## src/rtl/mem_stage_lsu.sv

```systemverilog
// mem_stage_lsu: memory-stage load/store unit driving a grant/response data-memory bus
//
// Ports:
//   clk_i, rst_ni       clock, synchronous active-low reset
//   ResultSrcM_i        2'b01 marks a load
//   MemWriteM_i         store (wins over load when both are set)
//   Funct3M_i           size/sign: 000 B, 001 H, 010 W, 100 BU, 101 HU (others act as W)
//   ALUResultM_i        byte address
//   WriteDataM_i        raw store data, low bits significant
//   StallM_o            combinational hold for the F/D/E/M pipeline registers
//   ReadDataM_o         aligned, extended load result, valid in DONE
//   MisalignM_o         misaligned-access flag, valid in DONE
//   dmem_req_o/we_o/addr_o/wdata_o/be_o   registered bus request
//   dmem_gnt_i/rvalid_i/rdata_i           bus grant and read response
//
// Optional feature: define MEM_MISALIGN_CHECK_EN to trap misaligned H/HU/W accesses
// (no bus request, MisalignM_o set in DONE). Without it, addresses are silently aligned.
module mem_stage_lsu #(
   parameter int ADDR_WIDTH = 32,
   parameter int DATA_WIDTH = 32
) (
   input  logic                  clk_i,
   input  logic                  rst_ni,
   input  logic [1:0]            ResultSrcM_i,
   input  logic                  MemWriteM_i,
   input  logic [2:0]            Funct3M_i,
   input  logic [ADDR_WIDTH-1:0] ALUResultM_i,
   input  logic [DATA_WIDTH-1:0] WriteDataM_i,
   output logic                  StallM_o,
   output logic [DATA_WIDTH-1:0] ReadDataM_o,
   output logic                  MisalignM_o,
   output logic                  dmem_req_o,
   output logic                  dmem_we_o,
   output logic [ADDR_WIDTH-1:0] dmem_addr_o,
   output logic [DATA_WIDTH-1:0] dmem_wdata_o,
   output logic [3:0]            dmem_be_o,
   input  logic                  dmem_gnt_i,
   input  logic                  dmem_rvalid_i,
   input  logic [DATA_WIDTH-1:0] dmem_rdata_i
);
   typedef enum logic [1:0] {IDLE, REQ, WAIT, DONE} state_e;
   state_e state_q, state_d;
   logic                  access, is_b, is_h, misalign, start;
   logic [3:0]            be_d, be_q;
   logic [DATA_WIDTH-1:0] wdata_d, wdata_q, rdata_fmt, rdata_q;
   logic [ADDR_WIDTH-1:0] addr_q;
   logic                  req_q, we_q, misalign_q;
   logic [2:0]            funct3_q;
   logic [1:0]            off_q;
   logic [7:0]            ld_byte;
   logic [15:0]           ld_half;
   assign access = MemWriteM_i | (ResultSrcM_i == 2'b01);
   // funct3[1:0] selects size; reserved encodings fall through to word
   assign is_b   = Funct3M_i[1:0] == 2'b00;
   assign is_h   = Funct3M_i[1:0] == 2'b01;
   assign start  = (state_q == IDLE) & access;
`ifdef MEM_MISALIGN_CHECK_EN
   assign misalign = (is_h & ALUResultM_i[0]) | (~is_b & ~is_h & (ALUResultM_i[1:0] != 2'b00));
`else
   assign misalign = 1'b0;
`endif
   assign be_d    = is_b ? 4'b0001 << ALUResultM_i[1:0] :
                    is_h ? (ALUResultM_i[1] ? 4'b1100 : 4'b0011) : 4'b1111;
   assign wdata_d = is_b ? {4{WriteDataM_i[7:0]}} :
                    is_h ? {2{WriteDataM_i[15:0]}} : WriteDataM_i;
   // Load formatting uses the size/offset latched at request time
   assign ld_byte   = dmem_rdata_i[{off_q, 3'b000} +: 8];
   assign ld_half   = off_q[1] ? dmem_rdata_i[31:16] : dmem_rdata_i[15:0];
   assign rdata_fmt = (funct3_q[1:0] == 2'b00) ? {{24{~funct3_q[2] & ld_byte[7]}}, ld_byte} :
                      (funct3_q[1:0] == 2'b01) ? {{16{~funct3_q[2] & ld_half[15]}}, ld_half} :
                      dmem_rdata_i;
   always_comb begin
      state_d = state_q;
      unique case (state_q)
         IDLE:    if (access) state_d = misalign ? DONE : REQ;
         REQ:     if (dmem_gnt_i) state_d = we_q ? DONE : WAIT;
         WAIT:    if (dmem_rvalid_i) state_d = DONE;
         DONE:    state_d = IDLE;
         default: state_d = IDLE;
      endcase
   end
   always_ff @(posedge clk_i) begin
      if (!rst_ni) begin
         state_q    <= IDLE;
         req_q      <= 1'b0;
         we_q       <= 1'b0;
         addr_q     <= '0;
         wdata_q    <= '0;
         be_q       <= '0;
         rdata_q    <= '0;
         misalign_q <= 1'b0;
         funct3_q   <= '0;
         off_q      <= '0;
      end else begin
         state_q    <= state_d;
         misalign_q <= start & misalign;
         if (start & ~misalign) begin
            req_q    <= 1'b1;
            we_q     <= MemWriteM_i;
            addr_q   <= {ALUResultM_i[ADDR_WIDTH-1:2], 2'b00};
            wdata_q  <= wdata_d;
            be_q     <= be_d;
            funct3_q <= Funct3M_i;
            off_q    <= ALUResultM_i[1:0];
         end
         // req drops on the same edge that samples the grant
         if ((state_q == REQ) & dmem_gnt_i) req_q <= 1'b0;
         if ((state_q == WAIT) & dmem_rvalid_i) rdata_q <= rdata_fmt;
         if (start & misalign & ~MemWriteM_i) rdata_q <= '0;
      end
   end
   assign StallM_o     = rst_ni & access & (state_q != DONE);
   assign ReadDataM_o  = rdata_q;
   assign MisalignM_o  = misalign_q;
   assign dmem_req_o   = req_q;
   assign dmem_we_o    = we_q;
   assign dmem_addr_o  = addr_q;
   assign dmem_wdata_o = wdata_q;
   assign dmem_be_o    = be_q;
endmodule

```

## config.mk

```make
export PLATFORM = sky130hd
export DESIGN_NAME = mem_stage_lsu
export DESIGN_NICKNAME = d
export VERILOG_FILES = /design/src/rtl/mem_stage_lsu.sv
export SDC_FILE = /design/constraint.sdc
export NUM_CORES = 1
export LEC_CHECK = 0
export ABC_CLOCK_PERIOD_IN_PS = 1900
export BUFFER_PORTS_ARGS = -buffer_cell sky130_fd_sc_hd__buf_2
export CAP_MARGIN = 5
export CORE_ASPECT_RATIO = 1.5
export CORE_MARGIN = 3
export CORE_UTILIZATION = 25
export CTS_BUF_LIST = sky130_fd_sc_hd__clkbuf_8
export CTS_CLUSTER_DIAMETER = 120
export DETAILED_ROUTE_END_ITERATION = 16
export SYNTH_ARGS = -nofsm -noshare
export SYNTH_HDL_FRONTEND = slang
export SYNTH_SLANG_ARGS = --single-unit
```

## constraint.sdc

```tcl
create_clock -name clk_i -period 1.9 [get_ports clk_i]
set_clock_uncertainty 0.15 [all_clocks]
set_input_delay 0.19 -clock clk_i [delete_from_list [all_inputs] [get_ports clk_i]]
set_output_delay 0.19 -clock clk_i [all_outputs]
set_load 0.01 [all_outputs]
```

# After elaboration in Yosys (flattened, before gate mapping)
# Cells that the tools add are included.
[word_totals]
ff_bits = 107
input_bits = 106
out_inout_bits = 104
wordCells = 49
[classes]
eq_ne = 10
shift = 2
n_mux = 13
bitwise = 10
n_reduce_logical = 5
[ops]
columns = ["cell", "count"]
rows = [
  ["$mux 32", 4],
  ["$shiftx 32x6->8", 1],
  ["$mux 16", 1],
  ["$mux 4", 3],
  ["$eq 2x1->1 const B", 4],
  ["$ne 2x2->1 const B", 4],
  ["$pmux 2 s4", 1],
  ["$and 1x1->1", 7],
  ["$logic_not 2->1", 3],
  ["$mux 2", 3],
  ["$eq 2x2->1 const B", 2],
  ["$shl 1x2->4 const A", 1],
  ["$reduce_and 3->1", 1],
  ["$not 1->1", 2],
  ["$reduce_or 2->1", 1],
  ["$mux 1", 1],
  ["$or 1x1->1", 1],
]

# Depth between registers and ports, before layout
# Gate-level depths: netlist of run 1.
[depth]
depth_word = 4
ltp_mapped = 7
mapped_depth_nobuf = 6

# Least setup slack after synthesis of run 1
# No wires, ideal clock.
[synth_path]
kind = "reg-to-reg"
start = "register state_q[0]"
end = "register rdata_q[29] (netlist: ReadDataM_o[29])"
arrival_ps = 1388
t_required_ps = 1680
slack_ps = 293
stages_incl_launch_ff = 8
n_path_buf = 2
path_cell_list = "dfxtp_1 > inv_1 > ha_1 > and2_1 > clkbuf_1 > clkbuf_1 > o21ai_0 > a21oi_1"
[synth_via]
elab_chain_cells = 2
[synth_lines]
columns = ["element", "line_no", "rtl"]
rows = [
  ["from (decl)", "42", "state_e state_q, state_d;"],
  ["from (signal assigned)", "95", "state_q <= state_d;"],
  ["$eq 2x2->1", "108", "if ((state_q == WAIT) & dmem_rvalid_i) rdata_q <= rdata_fmt;"],
  ["$and 1x1->1", "108", ""],
  ["to (signal assigned)", "108", ""],
  ["to (decl)", "45", "logic [DATA_WIDTH-1:0] wdata_d, wdata_q, rdata_fmt, rdata_q;"],
]
# Every way passes these cells.
# A chain may end at the register's enable or synchronous reset.

# Worst setup path after layout of run 1
[layout_path]
start = "register state_q[0]"
end = "register wdata_q[9] (netlist: dmem_wdata_o[9])"
[layout_via]
elab_chain_cells = 2
[layout_lines]
columns = ["element", "line_no", "rtl"]
rows = [
  ["$logic_not 2->1", "56", "assign start = (state_q == IDLE) & access;"],
  ["$and 1x1->1", "56", ""],
  ["to (signal assigned)", "101", "wdata_q <= wdata_d;"],
  ["to (decl)", "45", ""],
]
# Every way passes these cells.

==> flow_summary_export.csv, run 1 <==
group,metric,value,unit
yosys,postSynthRegisterBits,107,
yosys,synth.avg_cell_area,7.96,um2
route,first_pass_iters,4,
clocking,tritoncts,"done",
placement,io_buffer_count,206,
final_layout,layout-area-overhead-vs-synth,46.0,%
yosys,post-synth-top-count-cell,"nand2_1",
clocking,clock-sinks,107,
worst_setup_path,slowest_stage,"dfxtp_1",
die,num_io_pins,210,
power_and_ir_drop,power.ir.vdd_worst,0.509,mV
worst_setup_path,critical_path_arrival,1.88,ns
final_layout,postLayoutCellArea,0.00701,mm2
worst_setup_path,worstSetupPathType,"register to register",
die,initial_core_util,25.7,%
final_layout,final_stage_net_count,975,
die,rows,61,
yosys,synth_enable_flop_cells,0,
timing,layout_min_cycle_time,1.75,ns
worst_setup_path,biggest_fanout_along_the_worst_timing_path,60,
yosys,synth-seq-area-share,44.7,%
power_and_ir_drop,leakagePower,0.00339,uW
global_route,largest_net_degree_at_the_start_of_global_routing,61,
yosys,number_of_library_cell_types_mapped_by_synthesis,39,
yosys,synth_area_leaders,"dfxtp_1, nand2_1, a21oi_1",
power_and_ir_drop,power-per-cell-area,1110,mW/mm2
global_route,initial_antenna_violation_count,2,
placement,place.gp.congestion,0.883,
worst_setup_path,crit_path_cell_trace,"inv_1 > ha_1 > o21a_4 > buf_12 > nand3_1 > o211a_1",
yosys,syn_area,0.00480,mm2
timing,totalNegativeSetupSlack,0,ns
placement,detailedPlacementHpwl,12000,um
clocking,worst_skew_pair.late_latency,0.38,ns
worst_setup_path,worst_setup_path_start_kind,"register",
timing,grt_setup_unrepaired,"no",
timing,finalMaxSlewViolations,0,
route,vias_per_cell,4.57,
timing,finalHoldWorstSlack,0.0278,ns
worst_setup_path,endpoint_kind,"register",
clocking,clockRootBuffer,"clkbuf_8",
die,core-area,0.0187,mm2
worst_setup_path,critical_path_buf_inv_count,2,
placement,preCtsSetupSlack,0.157,ns
route,drt-initial-drc-count,307,
route,antenna_violating_nets_post_route,0,
timing,min_period_over_period,92.0,%
worst_setup_path,worst-endpoint-required,2.03,ns
die,die_w,119,um
clocking,cts_max_path_buffers,2,
route,avgRoutedWirePerCell,15.0,um
clocking,post-cts-setup-buffers,0,
placement,placedInstanceArea,0.00614,mm2
worst_setup_path,crit_path_max_incr_delay,0.34,ns
outcome,outcome,"complete, no violations",
die,die-height,176,um
timing,achievable-frequency,0.572,GHz
clocking,cts.htree.levels,3,
final_layout,multi_input_area,0.00236,mm2
global_route,number_of_global_route_vias_before_repair,4918,
yosys,synthTopCellsByCount,"nand2_1, dfxtp_1, a21oi_1, o21ai_0, clkbuf_1",
yosys,synthArstFlopShare,0,%
die,die_area,0.0209,mm2
min_path,tightest_hold_check_type,"input port to register",
final_layout,area.sequential,0.00214,mm2
timing,timing_worst_slew_pin_value,0.497,ns
yosys,synth_top_flop_cell,"dfxtp_1",
yosys,synth_area_leader_cell,"dfxtp_1",
worst_setup_path,path_delay_family,"buffers and inverters",
timing,max-slew-margin-rel,66.8,%
timing,final_hold_violation_count,0,
clocking,clk_pin_slew,0.10,ns
route,routed_wirelength,16900,um
yosys,synth_top_area_share,44.7,%
final_layout,fill_cells,1966,
job,maxCapViolations,0,
route,drt_drc_violations_left,0,
yosys,synthesis.instances,603,
clocking,cts_buffers,9,
timing,final-setup-viol-count,0,
yosys,count_of_warnings_emitted_by_yosys,0,
global_route,grt_first_pass_wirelength,26200,um
route,vias,5131,
global_route,globalRouteOverflowTotal,0,
timing,final.setup.worst_slack,0.152,ns
global_route,globalRouteTotalUtil,15.7,%
final_layout,fraction_of_final_layout_cells_with_drive_strength_greater_than_1,28.8,%
## worst min-delay path, cell delays in order
cell     delay [ns]
buf_2          0.11
a22oi_1        0.08
a21oi_1        0.14
## through the flow
stage / instances / total power, uW / util (%)
detailed placement: 1038 / 6320 / 32.9
CTS: 1121 / 7860 / 37.4
global route: 1123 / 8320 / 37.5
floorplan: 605 / 5040 / -
global placement: 1038 / 6280 / 32.9
finish: 1123 / 7750 / 37.5
## repair_timing
| item | CTS | global route |
|---|---|---|
| hold buffers | 67 | 0 |
| endpoints found under the hold margin | 68 | 0 |
| endpoints found under the setup margin | 0 | 14 |
| gates resized for setup | 0 | 1 |
## logic make-up (layout without fill, tap and decap cells)
kind of cell	count (synthesis)	in the layout	share of synthesized area, %
muxes	23	23	4.85
other	1	5	0.0782
and+or+nand+nor	204	204	17.1
AOI/OAI and AO/OA	193	193	25.4
adders and majority gates	5	5	1.30
DFF	107	107	44.7
buffers and inverters	70	334	6.65
## layout by cell type (no fill, tap or decap), drive strengths merged, types with 2 or more instances in the layout
cell,Yosys,layout
nor3,4,4
a21boi,20,20
o21ai,44,44
dfxtp,107,107
a211oi,6,6
buf,24,230
a22oi,8,8
nand2,156,156
mux2,2,2
o22ai,12,12
ha,5,5
o31ai,6,6
a21oi,68,68
inv,20,22
nor2b,3,3
nor3b,2,2
o2bb2ai,3,3
nand3,10,10
conb,1,3
diode,0,2
nand2b,5,5
mux2i,21,21
clkbuf,25,9
dlygate4sd3,0,67
nor2,21,21
clkinv,1,5
o211a,19,19
or3,2,2
## power by group
group | internal, uW | switching [uW]
combinational | 1350 | 1890
sequential | 2800 | 312
clock | 598 | 803
## per-layer routing
| layer | track usage (%) | vias up | wire length, um |
|---|---|---|---|
| met4 | 6.62 | 0 | 457 |
| met3 | 3.35 | 29 | 942 |
| met5 | 0 | - | 0 |
| met2 | 27.5 | 173 | 8430 |
| li1 | - | 2572 | - |
| met1 | 18.5 | 2357 | 7030 |
## area by class of cell
type | count | area share [%]
multi-input cells | 428 | 33.7
repair buffers | 297 | 27.4
diodes | 2 | 0.0714
inverters | 21 | 1.13
clock buffers | 9 | 1.77
well taps | 252 | 4.50
clock inverters | 7 | 0.875
flip-flops and latches | 107 | 30.6
## path summary, 6_finish.rpt
kind | cells past startpoint | slack, ns | start | to
setup / recovery | 6 | 0.15 | state_q[0]$_SDFFE_PN0P_ | dmem_wdata_o[9]$_SDFFE_PN0P_
hold / removal | 3 | 0.03 | dmem_rdata_i[15] | ReadDataM_o[15]$_SDFFE_PN0P_
setup reg to reg | 6 | 0.15 | state_q[0]$_SDFFE_PN0P_ | dmem_wdata_o[9]$_SDFFE_PN0P_
hold reg to reg | 2 | 0.31 | dmem_addr_o[28]$_SDFFE_PN0P_ | dmem_addr_o[28]$_SDFFE_PN0P_
## state kept, by name (all words and copies together), names as in the netlist
signal        cells
dmem_be_o         4
state_q           2
ReadDataM_o      32
dmem_addr_o      30
off_q             2
dmem_wdata_o     32
dmem_req_o        1
funct3_q          3
dmem_we_o         1
Note: power is estimated with default switching activity, not from simulation.
==> inputs of run 2 (changes only) <==
- BUFFER_PORTS_ARGS: -buffer_cell sky130_fd_sc_hd__buf_2 -> not set
- CORE_UTILIZATION: 25 -> 43
- CTS_CLUSTER_SIZE: not set -> 24
- DONT_BUFFER_PORTS: not set -> 1
==> run 2 against run 1 <==
The flow now finishes with violations (negative hold slack). Sequential cell count stayed put. Utilization is 21 points higher. Via count is 8.3% lower. Critical path depth stayed put. Combinational power is 23% lower. Hold slack worse by 0.030 ns.
==> flow_summary_export.csv, run 2 (same netlist as run 1, synthesis figures left out) <==
group,metric,value,unit
timing,finalHoldWorstSlack,-0.00215,ns
clocking,cts_max_path_buffers,2,
final_layout,layout-area-overhead-vs-synth,30.2,%
worst_setup_path,biggest_fanout_along_the_worst_timing_path,58,
timing,achievable-frequency,0.571,GHz
power_and_ir_drop,leakagePower,0.00261,uW
clocking,tritoncts,"done",
worst_setup_path,critical_path_arrival,1.86,ns
outcome,failing_checks,"negative hold slack",
clocking,worst_skew_pair.late_latency,0.36,ns
worst_setup_path,crit_path_max_incr_delay,0.34,ns
clocking,clockRootBuffer,"clkbuf_8",
die,die_area,0.0125,mm2
timing,max-slew-margin-rel,40.8,%
worst_setup_path,crit_path_cell_trace,"inv_1 > ha_4 > o21a_2 > buf_12 > nand3_1 > o211a_1",
job,maxCapViolations,0,
timing,layout_min_cycle_time,1.75,ns
worst_setup_path,critical_path_buf_inv_count,2,
clocking,cts_buffers,9,
worst_setup_path,path_delay_family,"buffers and inverters",
timing,min_period_over_period,92.2,%
final_layout,postLayoutCellArea,0.00625,mm2
power_and_ir_drop,power.ir.vdd_worst,0.696,mV
final_layout,antenna_cells_inserted,0,
timing,timing_worst_slew_pin_value,0.885,ns
global_route,number_of_global_route_vias_before_repair,4749,
placement,detailedPlacementHpwl,10000,um
timing,grt_setup_unrepaired,"no",
global_route,largest_net_degree_at_the_start_of_global_routing,69,
final_layout,mostFrequentLayoutCell,"nand2_1",
global_route,globalRouteOverflowTotal,0,
global_route,globalRouteTotalUtil,24.5,%
global_route,initial_antenna_violation_count,0,
timing,totalNegativeSetupSlack,0,ns
die,rows,46,
die,initial_core_util,44.6,%
clocking,clk_pin_slew,0.10,ns
worst_setup_path,endpoint_kind,"register",
placement,io_buffer_count,0,
route,first_pass_iters,6,
route,antenna_violating_nets_post_route,0,
final_layout,fraction_of_final_layout_cells_with_drive_strength_greater_than_1,5.98,%
power_and_ir_drop,power-per-cell-area,1150,mW/mm2
die,die_w,92.2,um
worst_setup_path,worst-endpoint-required,2.01,ns
min_path,tightest_hold_check_type,"input port to register",
die,die-height,135,um
route,drt_drc_violations_left,0,
timing,finalMaxSlewViolations,0,
placement,place.gp.congestion,0.917,
worst_setup_path,worst_setup_path_start_kind,"register",
global_route,grt_first_pass_wirelength,24500,um
power_and_ir_drop,report.power.total,7180,uW
final_layout,final_stage_net_count,808,
worst_setup_path,slowest_stage,"dfxtp_1",
placement,placedInstanceArea,0.00493,mm2
final_layout,most-common-layout-cells,"nand2_1, dlygate4sd3_1, dfxtp_1",
die,num_io_pins,210,
clocking,clock-sinks,107,
route,vias_per_cell,5.56,
clocking,cts.htree.levels,3,
route,vias,4706,
route,drt-initial-drc-count,250,
route,routed_wirelength,16000,um
outcome,outcome,"finished with violations",
timing,final-setup-viol-count,0,
die,core-area,0.0108,mm2
timing,final_hold_violation_count,1,
route,avgRoutedWirePerCell,18.9,um
worst_setup_path,worstSetupPathType,"register to register",
[run 2: changes by cell type in the layout (fill, tap and decap cells not counted), moves of 2 or more]
cell | previous run | this run
dlygate4sd3_1 | 67 | 109
buf_2 | 206 | 0
clkinv_2 | 3 | 0
diode_2 | 2 | 0
buf_4 | 21 | 15
inv_1 | 22 | 24
[run 2: timing repair]
item	in CTS	in global routing
endpoints found under the setup margin	0	52
resized for setup	0	6
hold endpoints to repair	106	0
hold buffers	110	0
setup buffers	0	0
[run 2: routing by layer]
| layer | vias up | share of wire, % | wire length [um] | GRT usage (%) |
|---|---|---|---|---|
| met2 | 242 | 51 | 8210 | 43.0 |
| met4 | 0 | 3.4 | 540 | 10.7 |
| li1 | 2247 | - | - | - |
| met1 | 2172 | 36 | 5720 | 27.1 |
| met3 | 45 | 9.4 | 1500 | 7.73 |
| met5 | - | 0 | 0 | 0 |
[run 2: stage by stage]
step           utilization [%]  setup WS (ns)  hold slack, ns  std cells
5_1_grt                   58.0         0.0210          0.0157        846
4_1_cts                   57.8         0.0641         0.00380        845
3_5_place_dp              45.8         0.0666           0.183        719
2_1_floorplan                -          0.293           0.176        605
3_3_place_gp              45.8          0.129           0.178        719
6_report                  58.0          0.148        -0.00215        846
[run 2: area by class of cell]
| class | count | area [um2] |
|---|---|---|
| Clock inverter | 7 | 40.0 |
| Multi-Input combinational cell | 429 | 2380 |
| Fill cell | 917 | 4520 |
| Tap cell | 144 | 180 |
| Timing Repair Buffer | 129 | 1300 |
| Clock buffer | 9 | 124 |
| Sequential cell | 107 | 2140 |
| Inverter | 21 | 78.8 |
[run 2: tightest hold or removal path, cell delays in order]
cell,delay [ns]
o21ai_4,0.12
nand2_1,0.09
a21boi_0,0.06
[run 2: worst paths after layout]
path	startpoint	to	slack (ns)	cells past startpoint
hold / removal	MemWriteM_i	funct3_q[2]$_SDFFE_PN0P_	-0.002	3
hold reg to reg	funct3_q[2]$_SDFFE_PN0P_	funct3_q[2]$_SDFFE_PN0P_	0.34	2
setup / recovery	state_q[0]$_SDFFE_PN0P_	dmem_wdata_o[15]$_SDFFE_PN0P_	0.15	6
setup reg to reg	state_q[0]$_SDFFE_PN0P_	dmem_wdata_o[15]$_SDFFE_PN0P_	0.15	6
[run 2: power breakdown]
group          switching (uW)  internal, uW
combinational            1420          1060
clock                     749           464
sequential                682          2810
